`src/rtl/axis_axi_wr_master.sv`:
```
// AXI-Stream to AXI4 write master: drains cmd_len stream words to memory as INCR bursts
// of at most MAX_BURST_LEN beats that never cross a 4 KB boundary, one burst in flight.
module axis_axi_wr_master #(
    parameter int DATA_WIDTH    = 32,
    parameter int ADDR_WIDTH    = 16,
    parameter int STRB_WIDTH    = DATA_WIDTH / 8,
    parameter int ID_WIDTH      = 8,
    parameter int AWID          = 0,
    parameter int LEN_WIDTH     = 16,
    parameter int MAX_BURST_LEN = 16
) (
    input  logic                  clk,
    input  logic                  rst,

    input  logic [ADDR_WIDTH-1:0] cmd_addr,
    input  logic [LEN_WIDTH-1:0]  cmd_len,
    input  logic                  cmd_valid,
    output logic                  cmd_ready,

    input  logic [DATA_WIDTH-1:0] s_axis_tdata,
    input  logic                  s_axis_tvalid,
    output logic                  s_axis_tready,

    output logic                  busy,
    output logic                  done,
    output logic                  error,

    output logic [ID_WIDTH-1:0]   m_axi_awid,
    output logic [ADDR_WIDTH-1:0] m_axi_awaddr,
    output logic [7:0]            m_axi_awlen,
    output logic [2:0]            m_axi_awsize,
    output logic [1:0]            m_axi_awburst,
    output logic                  m_axi_awlock,
    output logic [3:0]            m_axi_awcache,
    output logic [2:0]            m_axi_awprot,
    output logic                  m_axi_awvalid,
    input  logic                  m_axi_awready,
    output logic [DATA_WIDTH-1:0] m_axi_wdata,
    output logic [STRB_WIDTH-1:0] m_axi_wstrb,
    output logic                  m_axi_wlast,
    output logic                  m_axi_wvalid,
    input  logic                  m_axi_wready,
    input  logic [ID_WIDTH-1:0]   m_axi_bid,
    input  logic [1:0]            m_axi_bresp,
    input  logic                  m_axi_bvalid,
    output logic                  m_axi_bready
);

    localparam int SIZE = $clog2(STRB_WIDTH);
    // Wide enough for the word count plus one and for the 4 KB distance (4096).
    localparam int CW   = (LEN_WIDTH + 1 > 14) ? LEN_WIDTH + 1 : 14;

    typedef enum logic [1:0] {StIdle, StAddr, StData, StResp} state_t;

    state_t                state_q, state_d;
    logic [ADDR_WIDTH-1:0] addr_q, addr_d;
    logic [LEN_WIDTH-1:0]  remain_q, remain_d;
    logic [8:0]            beat_cnt_q, beat_cnt_d;
    logic                  busy_q, busy_d;
    logic                  done_q, done_d;
    logic                  error_q, error_d;
    logic                  cmd_ready_q, cmd_ready_d;

    logic [12:0]           bound_bytes;
    logic [CW-1:0]         bound;
    logic [CW-1:0]         beats;
    logic [LEN_WIDTH-1:0]  remain_next;
    logic [ADDR_WIDTH-1:0] addr_next;
    logic                  last_beat;
    logic                  unused_bid;

    assign unused_bid  = ^m_axi_bid;
    assign bound_bytes = 13'h1000 - {1'b0, addr_q[11:0]};

    // Burst size is derived from the live address/remaining count, which only change
    // on the B handshake, so it stays constant for the whole burst.
    always_comb begin
        bound = CW'(bound_bytes >> SIZE);
        beats = CW'(remain_q);
        if (beats > CW'(MAX_BURST_LEN)) beats = CW'(MAX_BURST_LEN);
        if (beats > bound) beats = bound;
    end

    assign remain_next = remain_q - LEN_WIDTH'(beats);
    assign addr_next   = addr_q + (ADDR_WIDTH'(beats) << SIZE);
    assign last_beat   = (CW'(beat_cnt_q) == beats - CW'(1));

    always_comb begin
        state_d    = state_q;
        addr_d     = addr_q;
        remain_d   = remain_q;
        beat_cnt_d = beat_cnt_q;
        busy_d     = busy_q;
        done_d     = 1'b0;
        error_d    = error_q;
        unique case (state_q)
            StIdle: begin
                if (cmd_valid && cmd_ready_q) begin
                    addr_d   = cmd_addr;
                    remain_d = cmd_len;
                    error_d  = 1'b0;
                    if (cmd_len == '0) begin
                        done_d = 1'b1;
                    end else begin
                        busy_d  = 1'b1;
                        state_d = StAddr;
                    end
                end
            end
            StAddr: begin
                if (m_axi_awready) begin
                    beat_cnt_d = '0;
                    state_d    = StData;
                end
            end
            StData: begin
                if (s_axis_tvalid && m_axi_wready) begin
                    beat_cnt_d = beat_cnt_q + 9'd1;
                    if (last_beat) state_d = StResp;
                end
            end
            StResp: begin
                if (m_axi_bvalid) begin
                    error_d  = error_q | (m_axi_bresp != 2'b00);
                    addr_d   = addr_next;
                    remain_d = remain_next;
                    if (remain_next == '0) begin
                        done_d  = 1'b1;
                        busy_d  = 1'b0;
                        state_d = StIdle;
                    end else begin
                        state_d = StAddr;
                    end
                end
            end
            default: state_d = StIdle;
        endcase
        // Ready drops during the done cycle so it returns the cycle after done.
        cmd_ready_d = (state_d == StIdle) && !done_d;
    end

    always_ff @(posedge clk) begin
        if (rst) begin
            state_q     <= StIdle;
            busy_q      <= 1'b0;
            done_q      <= 1'b0;
            error_q     <= 1'b0;
            cmd_ready_q <= 1'b0;
        end else begin
            state_q     <= state_d;
            busy_q      <= busy_d;
            done_q      <= done_d;
            error_q     <= error_d;
            cmd_ready_q <= cmd_ready_d;
        end
    end

    always_ff @(posedge clk) begin
        addr_q     <= addr_d;
        remain_q   <= remain_d;
        beat_cnt_q <= beat_cnt_d;
    end

    assign cmd_ready     = cmd_ready_q;
    assign busy          = busy_q;
    assign done          = done_q;
    assign error         = error_q;

    assign m_axi_awid    = ID_WIDTH'(AWID);
    assign m_axi_awaddr  = addr_q;
    assign m_axi_awlen   = 8'(beats - CW'(1));
    assign m_axi_awsize  = 3'(SIZE);
    assign m_axi_awburst = 2'b01;
    assign m_axi_awlock  = 1'b0;
    assign m_axi_awcache = 4'b0011;
    assign m_axi_awprot  = 3'b000;
    assign m_axi_awvalid = (state_q == StAddr);

    assign m_axi_wdata   = s_axis_tdata;
    assign m_axi_wstrb   = {STRB_WIDTH{1'b1}};
    assign m_axi_wlast   = last_beat;
    assign m_axi_wvalid  = (state_q == StData) && s_axis_tvalid;
    assign s_axis_tready = (state_q == StData) && m_axi_wready;
    assign m_axi_bready  = (state_q == StResp);

endmodule

```
`config.mk`:
```
export PLATFORM = sky130hd
export DESIGN_NAME = axis_axi_wr_master
export DESIGN_NICKNAME = d
export VERILOG_FILES = /design/src/rtl/axis_axi_wr_master.sv
export SDC_FILE = /design/constraint.sdc
export NUM_CORES = 1
export LEC_CHECK = 0
export BUFFER_PORTS_ARGS = -buffer_cell sky130_fd_sc_hd__buf_2
export CAP_MARGIN = 10
export CORE_MARGIN = 3
export CORE_UTILIZATION = 40
export DETAILED_ROUTE_END_ITERATION = 10
export PLACE_DENSITY = 0.76
export SLEW_MARGIN = 40
export SYNTH_ARGS = -nofsm -noshare
export SYNTH_HDL_FRONTEND = slang
export SYNTH_SLANG_ARGS = --single-unit
```
`constraint.sdc`:
```
create_clock -name clk -period 6.4 [get_ports clk]
set_clock_uncertainty 0.2 [all_clocks]
set_input_delay 0.64 -clock clk [delete_from_list [all_inputs] [get_ports clk]]
set_output_delay 0.64 -clock clk [all_outputs]
set_load 0.005 [all_outputs]
```
==> flow_metrics.tcl, run 1 <==
set metrics [dict create \
    coreArea_mm2 0.0146 \
    die_height_um 129 \
    finalSetupViolations 0 \
    worst_hold_path_type "reg -> reg" \
    num_vias 5662 \
    first_global_vias 5228 \
    cts_hold_buf 0 \
    area.growth.synth_to_final_pct 13.4 \
    synth_xor_area_share_pct 7.37 \
    post-route-drc-count 0 \
    dr.pass1.iters 6 \
    worst_slew_margin_rel_pct 50.9 \
    synth_enable_flop_cells 41 \
    drt-wirelength-per-cell_um 16.5 \
    synthDistinctLibCells 92 \
    fin_worst_hold_slack_ns 0.311 \
    layout.cells.non_filler 994 \
    synth.area.mux_share_pct 5.27 \
    post-route-min-period_ns 6.09 \
    synth_sequential_area_ratio_pct 22.4 \
    critPathMaxStageDelay_ns 0.60 \
    actual_slew_at_the_worst_max_slew_pin_ns 0.730 \
    async_flop_share_pct 0 \
    crit_path_start "m_axi_awaddr[0]$_DFFE_PP_" \
    grt_start_max_net_pins 47 \
    drtAntennaViolNets 0 \
    final-hold-violation-count 0 \
    synth-seq-cells 47 \
    power_density_mw_per_mm2 269 \
    numClockSinks 47 \
    fin_util_pct 46.7 \
    cts-root-to-sink-buffers 2 \
    tritoncts "done" \
    ios 171 \
    pre_cts_slack_ns 0.110 \
    place.detailed.hpwl_mm 12.6 \
    cts-htree-levels 2 \
    result_of_the_run "finished clean" \
    post_synth_fa_ha_maj_area_fraction_pct 8.59 \
    achievable-frequency_mhz 164 \
    routed_via_density 5.70 \
    dominantRegCellSynth "sky130_fd_sc_hd__edfxtp_1" \
    synth.yosys.warnings 0 \
    cell_count_after_synthesis 745 \
    worst-r2r-cell-count 25 \
    finalSetupTns_ns 0 \
    final-seq-area_mm2 0.00135 \
    start_kind "flop" \
    num_cts_buffers 5 \
    antenna_found_initial 0 \
    critical_path_arrival_ns 6.02 \
    cellLeakagePower_nw 2.80 \
    reg2reg_from "m_axi_awaddr[0]$_DFFE_PP_" \
    critical_path_class "reg -> reg" \
    crit_family "compound AO/OA/AOI/OAI gates" \
    post_route_cells_drive_above_1_share_pct 23.8 \
    clock_insertion_delay_at_the_later_pin_of_the_skew_report_ns 0.31 \
    die_area_mm2 0.0166 \
    synth_area_in_compound_gates_pct 21.3 \
    timing.final.ws_setup_ns 0.308 \
    antenna_cells_inserted 0 \
    n_fill_cell 1454 \
    synthSimpleGateAreaFrac_pct 23.1 \
    dr.first_iter.drc_count 438 \
    min_period_over_period_pct 95.2 \
    main_combinational_cell_family_by_area_after_synthesis "simple AND/OR/NAND/NOR gates" \
    numPortBuffers 73 \
    multi_input_comb_area_mm2 0.00427 \
    grt_pass1_wl_mm 25.7 \
    cap_violations 0 \
    crit_slowest_cell "sky130_fd_sc_hd__or4_4" \
    path_clk_slew_ns 0.06 \
    placement_rows 44 \
    cp.required_ns 6.33 \
    synth_area_leaders "sky130_fd_sc_hd__edfxtp_1 (20%), sky130_fd_sc_hd__ha_1 (7.3%), sky130_fd_sc_hd__buf_4 (7.2%)" \
    timing.reg2reg.setup_slack_ns 0.31 \
    worstSetupEndpoint "m_axi_awaddr[14]$_DFFE_PP_" \
    initial_utilization_pct 41.2 \
    instance_count_on_the_critical_path 25 \
    timing.critical_path.to_type "flop" \
    die_wd_um 129 \
    grtUsageTotal_pct 19.0 \
    timing_max_transition_violations_final 0 \
    overall_overflow_remaining_after_global_route 0 \
    critical_path_buf_inv_count 4 \
    route.final.wire_length_mm 16.4 \
    globalplace.congestion 0.923 \
    timing.critical_path.mode_cell "sky130_fd_sc_hd__buf_4" \
    ir_drop_worst_case_vdd_v 0.000167 \
    synthesis.area_mm2 0.00603 \
    mapped_avg_cell_area_um2 8.10 \
    place_inst 978 \
    synth_top_area_cell "sky130_fd_sc_hd__edfxtp_1" \
    rr_endpoint "m_axi_awaddr[14]$_DFFE_PP_" \
    clockRootBuffer "sky130_fd_sc_hd__clkbuf_16" \
    nets 927 \
    netlist.area_leader.share_pct 20.4 \
    crit_fanout 7 \
]
logic make-up after synthesis:
kind of cell,count (synthesis)
xor+xnor,49
mux,28
other cells,2
buf+inv,130
flops,47
simple gates,263
fa+ha+maj,41
compound gates,185
synthesized netlist by cell type (20+ instances only):
cell                       count
sky130_fd_sc_hd__a21oi_1      45
sky130_fd_sc_hd__buf_4        58
sky130_fd_sc_hd__clkbuf_1     25
sky130_fd_sc_hd__edfxtp_1     41
sky130_fd_sc_hd__ha_1         35
sky130_fd_sc_hd__inv_1        34
sky130_fd_sc_hd__nand2_1      55
sky130_fd_sc_hd__nand3_1      23
sky130_fd_sc_hd__nor2_1       69
sky130_fd_sc_hd__nor3_1       20
sky130_fd_sc_hd__o21ai_0      31
sky130_fd_sc_hd__xnor2_1      30
repair_timing:
| item | 4_1_cts | 5_1_grt |
|---|---|---|
| endpoints found under the setup margin | 0 | 9 |
| buffers inserted | 0 | 8 |
| resized for setup | 0 | 29 |
| endpoints found under the hold margin | 0 | 0 |
state kept, by name, indices dropped and copies added, names as in the netlist:
name,cells
beat_cnt_q,9
busy,1
cmd_ready,1
done,1
error,1
m_axi_awaddr,16
remain_q,16
state_q,2
per-stage QoR:
| stage | cell area, µm² | total power [mW] |
|---|---|---|
| finish | 6840 | 1.84 |
| global route | 6840 | 1.98 |
| CTS | 6620 | 1.77 |
| detailed placement | 6470 | 1.49 |
| global placement | 6450 | 1.46 |
| floorplan | 6170 | 1.23 |
layout by cell type (no fill, tap or decap), drive strengths merged, types with 21 or more instances in the layout:
cell | synthesis | layout
nor3 | 21 | 21
ha | 35 | 35
conb | 2 | 37
nand2 | 56 | 56
inv | 36 | 36
edfxtp | 41 | 41
nor2 | 71 | 71
o21ai | 35 | 35
nand3 | 23 | 23
a21oi | 46 | 46
xnor2 | 32 | 32
buf | 68 | 115
per-layer routing:
layer | GRT usage, % | vias to the layer above | share of wire, %
met4 | 5.74 | 0 | 2.1
met2 | 30.3 | 211 | 46
li1 | - | 2756 | -
met3 | 2.49 | 22 | 6.8
met5 | 0 | - | 0
met1 | 26.9 | 2673 | 46
worst reg2reg max path, cell delays in order, from the launching register on:
cell and delay, ns:
sky130_fd_sc_hd__edfxtp_1 0.46, sky130_fd_sc_hd__buf_4 0.18, sky130_fd_sc_hd__or4_4 0.60, sky130_fd_sc_hd__o21ai_2 0.17, sky130_fd_sc_hd__and2_4 0.19, sky130_fd_sc_hd__inv_4 0.06, sky130_fd_sc_hd__ha_1 0.29, sky130_fd_sc_hd__nand3_1 0.15
sky130_fd_sc_hd__nor4_4 0.08, sky130_fd_sc_hd__nor4_2 0.31, sky130_fd_sc_hd__a21o_1 0.20, sky130_fd_sc_hd__mux2i_1 0.11, sky130_fd_sc_hd__ha_1 0.22, sky130_fd_sc_hd__fa_2 0.39, sky130_fd_sc_hd__and2_1 0.17, sky130_fd_sc_hd__a2111oi_2 0.21
sky130_fd_sc_hd__a211oi_1 0.07, sky130_fd_sc_hd__buf_4 0.17, sky130_fd_sc_hd__maj3_1 0.39, sky130_fd_sc_hd__a31oi_1 0.19, sky130_fd_sc_hd__o221ai_1 0.18, sky130_fd_sc_hd__a32oi_1 0.23, sky130_fd_sc_hd__a2111oi_0 0.14, sky130_fd_sc_hd__buf_4 0.16
sky130_fd_sc_hd__o21a_1 0.17, sky130_fd_sc_hd__o31ai_2 0.23
area by class of cell:
cell class	count	share of cell area, %
sequential	47	19.8
tap	184	3.37
inverter	37	2.07
clock inverter	1	0.0732
timing repair buffer	115	10.2
clock buffer	7	2.08
multi-input combinational	603	62.4
how the worst min path moves through the flow:
stage               slack (ns)                 end                from  depth (start not counted)
floorplan                 0.30  error$_SDFFE_PP0P_  error$_SDFFE_PP0P_                          2
global placement          0.30  error$_SDFFE_PP0P_  error$_SDFFE_PP0P_                          2
detailed placement        0.30  error$_SDFFE_PP0P_  error$_SDFFE_PP0P_                          2
CTS                       0.32  error$_SDFFE_PP0P_  error$_SDFFE_PP0P_                          2
global route              0.37  error$_SDFFE_PP0P_  error$_SDFFE_PP0P_                          2
finish                    0.31  error$_SDFFE_PP0P_  error$_SDFFE_PP0P_                          2
where the power goes:
group | internal (mW) | switching [mW]
sequential | 0.417 | 0.0815
clock | 0.155 | 0.120
combinational | 0.448 | 0.616
(Power assumes the default switching activity.)
==> inputs of run 2 (changes only) <==
--- a/config.mk
+++ b/config.mk
@@ -9,6 +9,7 @@
 export CAP_MARGIN = 10
 export CORE_MARGIN = 3
 export CORE_UTILIZATION = 40
+export CTS_BUF_LIST = sky130_fd_sc_hd__clkbuf_4
 export DETAILED_ROUTE_END_ITERATION = 10
 export PLACE_DENSITY = 0.76
 export SLEW_MARGIN = 40
==> run 2 against run 1 <==
Effect of this change: critical path depth decreased by 4; first-iteration DRC count is 4.8% lower; non-clock buffer count rose by 1; register-to-register slack worse by 0.02 ns; setup slack lost 0.017 ns; routed wire length increased by 0.31%; hold slack worse by 0.058 ns; largest cell class unchanged; largest power group unchanged.
==> flow_metrics.tcl, run 2 (synthesis results as in run 1) <==
set metrics [dict create \
    power_density_mw_per_mm2 254 \
    ir_drop_worst_case_vdd_v 0.000192 \
    crit_fanout 7 \
    die_height_um 129 \
    die_area_mm2 0.0166 \
    timing.critical_path.to_type "flop" \
    drtAntennaViolNets 0 \
    ios 171 \
    numPortBuffers 73 \
    final-hold-violation-count 0 \
    min_period_over_period_pct 95.5 \
    worst_slew_margin_rel_pct 46.9 \
    cts-root-to-sink-buffers 2 \
    area.growth.synth_to_final_pct 12.4 \
    fin_util_pct 46.3 \
    start_kind "flop" \
    place.detailed.hpwl_mm 12.6 \
    grt_start_max_net_pins 47 \
    pre_cts_slack_ns 0.110 \
    nets 928 \
    drt-wirelength-per-cell_um 16.5 \
    cap_violations 0 \
    wl_met2_mm 7.46 \
    die_wd_um 129 \
    coreArea_mm2 0.0146 \
    stdcell_area_mm2 0.00678 \
    total_power_mw 1.72 \
    fin_worst_hold_slack_ns 0.253 \
    overall_overflow_remaining_after_global_route 0 \
    route.final.wire_length_mm 16.4 \
    initial_utilization_pct 41.2 \
    antenna_cells_inserted 0 \
    numClockSinks 47 \
    post_route_cells_drive_above_1_share_pct 24.3 \
    antenna_found_initial 0 \
    cts-htree-levels 2 \
    postPlaceCellArea_mm2 0.00647 \
    clock_insertion_delay_at_the_later_pin_of_the_skew_report_ns 0.41 \
    tritoncts "done" \
    post-route-min-period_ns 6.11 \
    placement_rows 44 \
    num_vias 5673 \
    clockRootBuffer "sky130_fd_sc_hd__clkbuf_4" \
    actual_slew_at_the_worst_max_slew_pin_ns 0.789 \
    critical_path_arrival_ns 6.26 \
    cp.required_ns 6.55 \
    dr.pass1.iters 5 \
    achievable-frequency_mhz 164 \
    crit_path_start "m_axi_awaddr[0]$_DFFE_PP_" \
    routed.top_layer "met4" \
    cellLeakagePower_nw 2.76 \
    grtUsageTotal_pct 19.0 \
    finalSetupViolations 0 \
    grt_pass1_wl_mm 25.7 \
    first_global_vias 5216 \
    cts_hold_buf 0 \
    timing.final.ws_setup_ns 0.290 \
    met1_length_mm 7.54 \
    wl_met3_mm 1.05 \
    post-route-drc-count 0 \
    dr.first_iter.drc_count 417 \
    critical_path_class "reg -> reg" \
    most-common-layout-cells "sky130_fd_sc_hd__buf_2 (73), sky130_fd_sc_hd__nor2_1 (68), sky130_fd_sc_hd__nand2_1 (55)" \
    timing_max_transition_violations_final 0 \
    mostFrequentLayoutCell "sky130_fd_sc_hd__buf_2" \
    num_cts_buffers 5 \
    hold_start "rst" \
    routed_via_density 5.70 \
    globalplace.congestion 0.923 \
    worst_hold_path_type "in -> reg" \
    path_clk_slew_ns 0.15 \
    result_of_the_run "finished clean" \
    reg2reg_from "m_axi_awaddr[0]$_DFFE_PP_" \
]
==> run 2: cell types whose count changed in the layout (fill, tap and decap cells not counted), moves of 2 or more <==
cell | previous run | this run
sky130_fd_sc_hd__clkbuf_4 | 0 | 6
sky130_fd_sc_hd__clkbuf_16 | 5 | 0
sky130_fd_sc_hd__nor4_2 | 2 | 4
sky130_fd_sc_hd__nor4_1 | 11 | 9
==> run 2: area by class of cell <==
| type | instances | area, µm² |
|---|---|---|
| fill | 1467 | 7870 |
| multi-input combinational | 603 | 4290 |
| sequential | 47 | 1350 |
| timing repair buffer | 116 | 707 |
| tap | 184 | 230 |
| inverter | 37 | 141 |
| clock buffer | 6 | 45.0 |
| clock inverter | 2 | 8.76 |
==> run 2: metal layers <==
metal	up-vias	global-route usage (%)
met5	-	0
met4	0	5.56
met3	27	2.49
met1	2675	27.0
met2	216	30.2
li1	2755	-
==> run 2: final timing paths <==
path	to	slack, ns	depth (start not counted)
worst min register to register	error$_SDFFE_PP0P_	0.32	2
worst max register to register	cmd_ready$_SDFF_PP0_	0.29	21
worst max-delay path	cmd_ready$_SDFF_PP0_	0.29	21
worst min-delay path	done$_SDFF_PP0_	0.25	2
==> run 2: stage by stage <==
stage	TNS [ns]	std cells
5_1_grt	-0.0000129	995
3_3_place_gp	0	976
2_1_floorplan	0	780
4_1_cts	0	986
3_5_place_dp	0	978
6_report	0	995
==> run 2: where the power goes <==
| group | switching, mW | internal [mW] |
|---|---|---|
| combinational | 0.621 | 0.453 |
| sequential | 0.0818 | 0.416 |
| clock | 0.107 | 0.0456 |
| total | 0.810 | 0.914 |
==> run 2: timing repair <==
action | in CTS | in global routing
hold endpoints to repair | 0 | 0
endpoints found under the setup margin | 0 | 10
resized for setup | 0 | 32
buffers inserted | 0 | 9
==> run 2: critical path, stage by stage, from the launching register on <==
cell and delay, ns:
sky130_fd_sc_hd__edfxtp_1 0.49, sky130_fd_sc_hd__buf_4 0.18, sky130_fd_sc_hd__or4_4 0.60, sky130_fd_sc_hd__o21ai_2 0.15
sky130_fd_sc_hd__nand2_2 0.10, sky130_fd_sc_hd__ha_1 0.32, sky130_fd_sc_hd__nand3_1 0.13, sky130_fd_sc_hd__nor4_4 0.31
sky130_fd_sc_hd__nor4_2 0.10, sky130_fd_sc_hd__buf_4 0.16, sky130_fd_sc_hd__a21oi_4 0.24, sky130_fd_sc_hd__mux2i_2 0.27
sky130_fd_sc_hd__inv_1 0.14, sky130_fd_sc_hd__ha_1 0.29, sky130_fd_sc_hd__or3_4 0.43, sky130_fd_sc_hd__a2111oi_4 0.36
sky130_fd_sc_hd__o21ai_2 0.16, sky130_fd_sc_hd__a31oi_4 0.25, sky130_fd_sc_hd__mux2i_2 0.31, sky130_fd_sc_hd__or4b_1 0.50
sky130_fd_sc_hd__o21a_1 0.19, sky130_fd_sc_hd__nor3_1 0.17
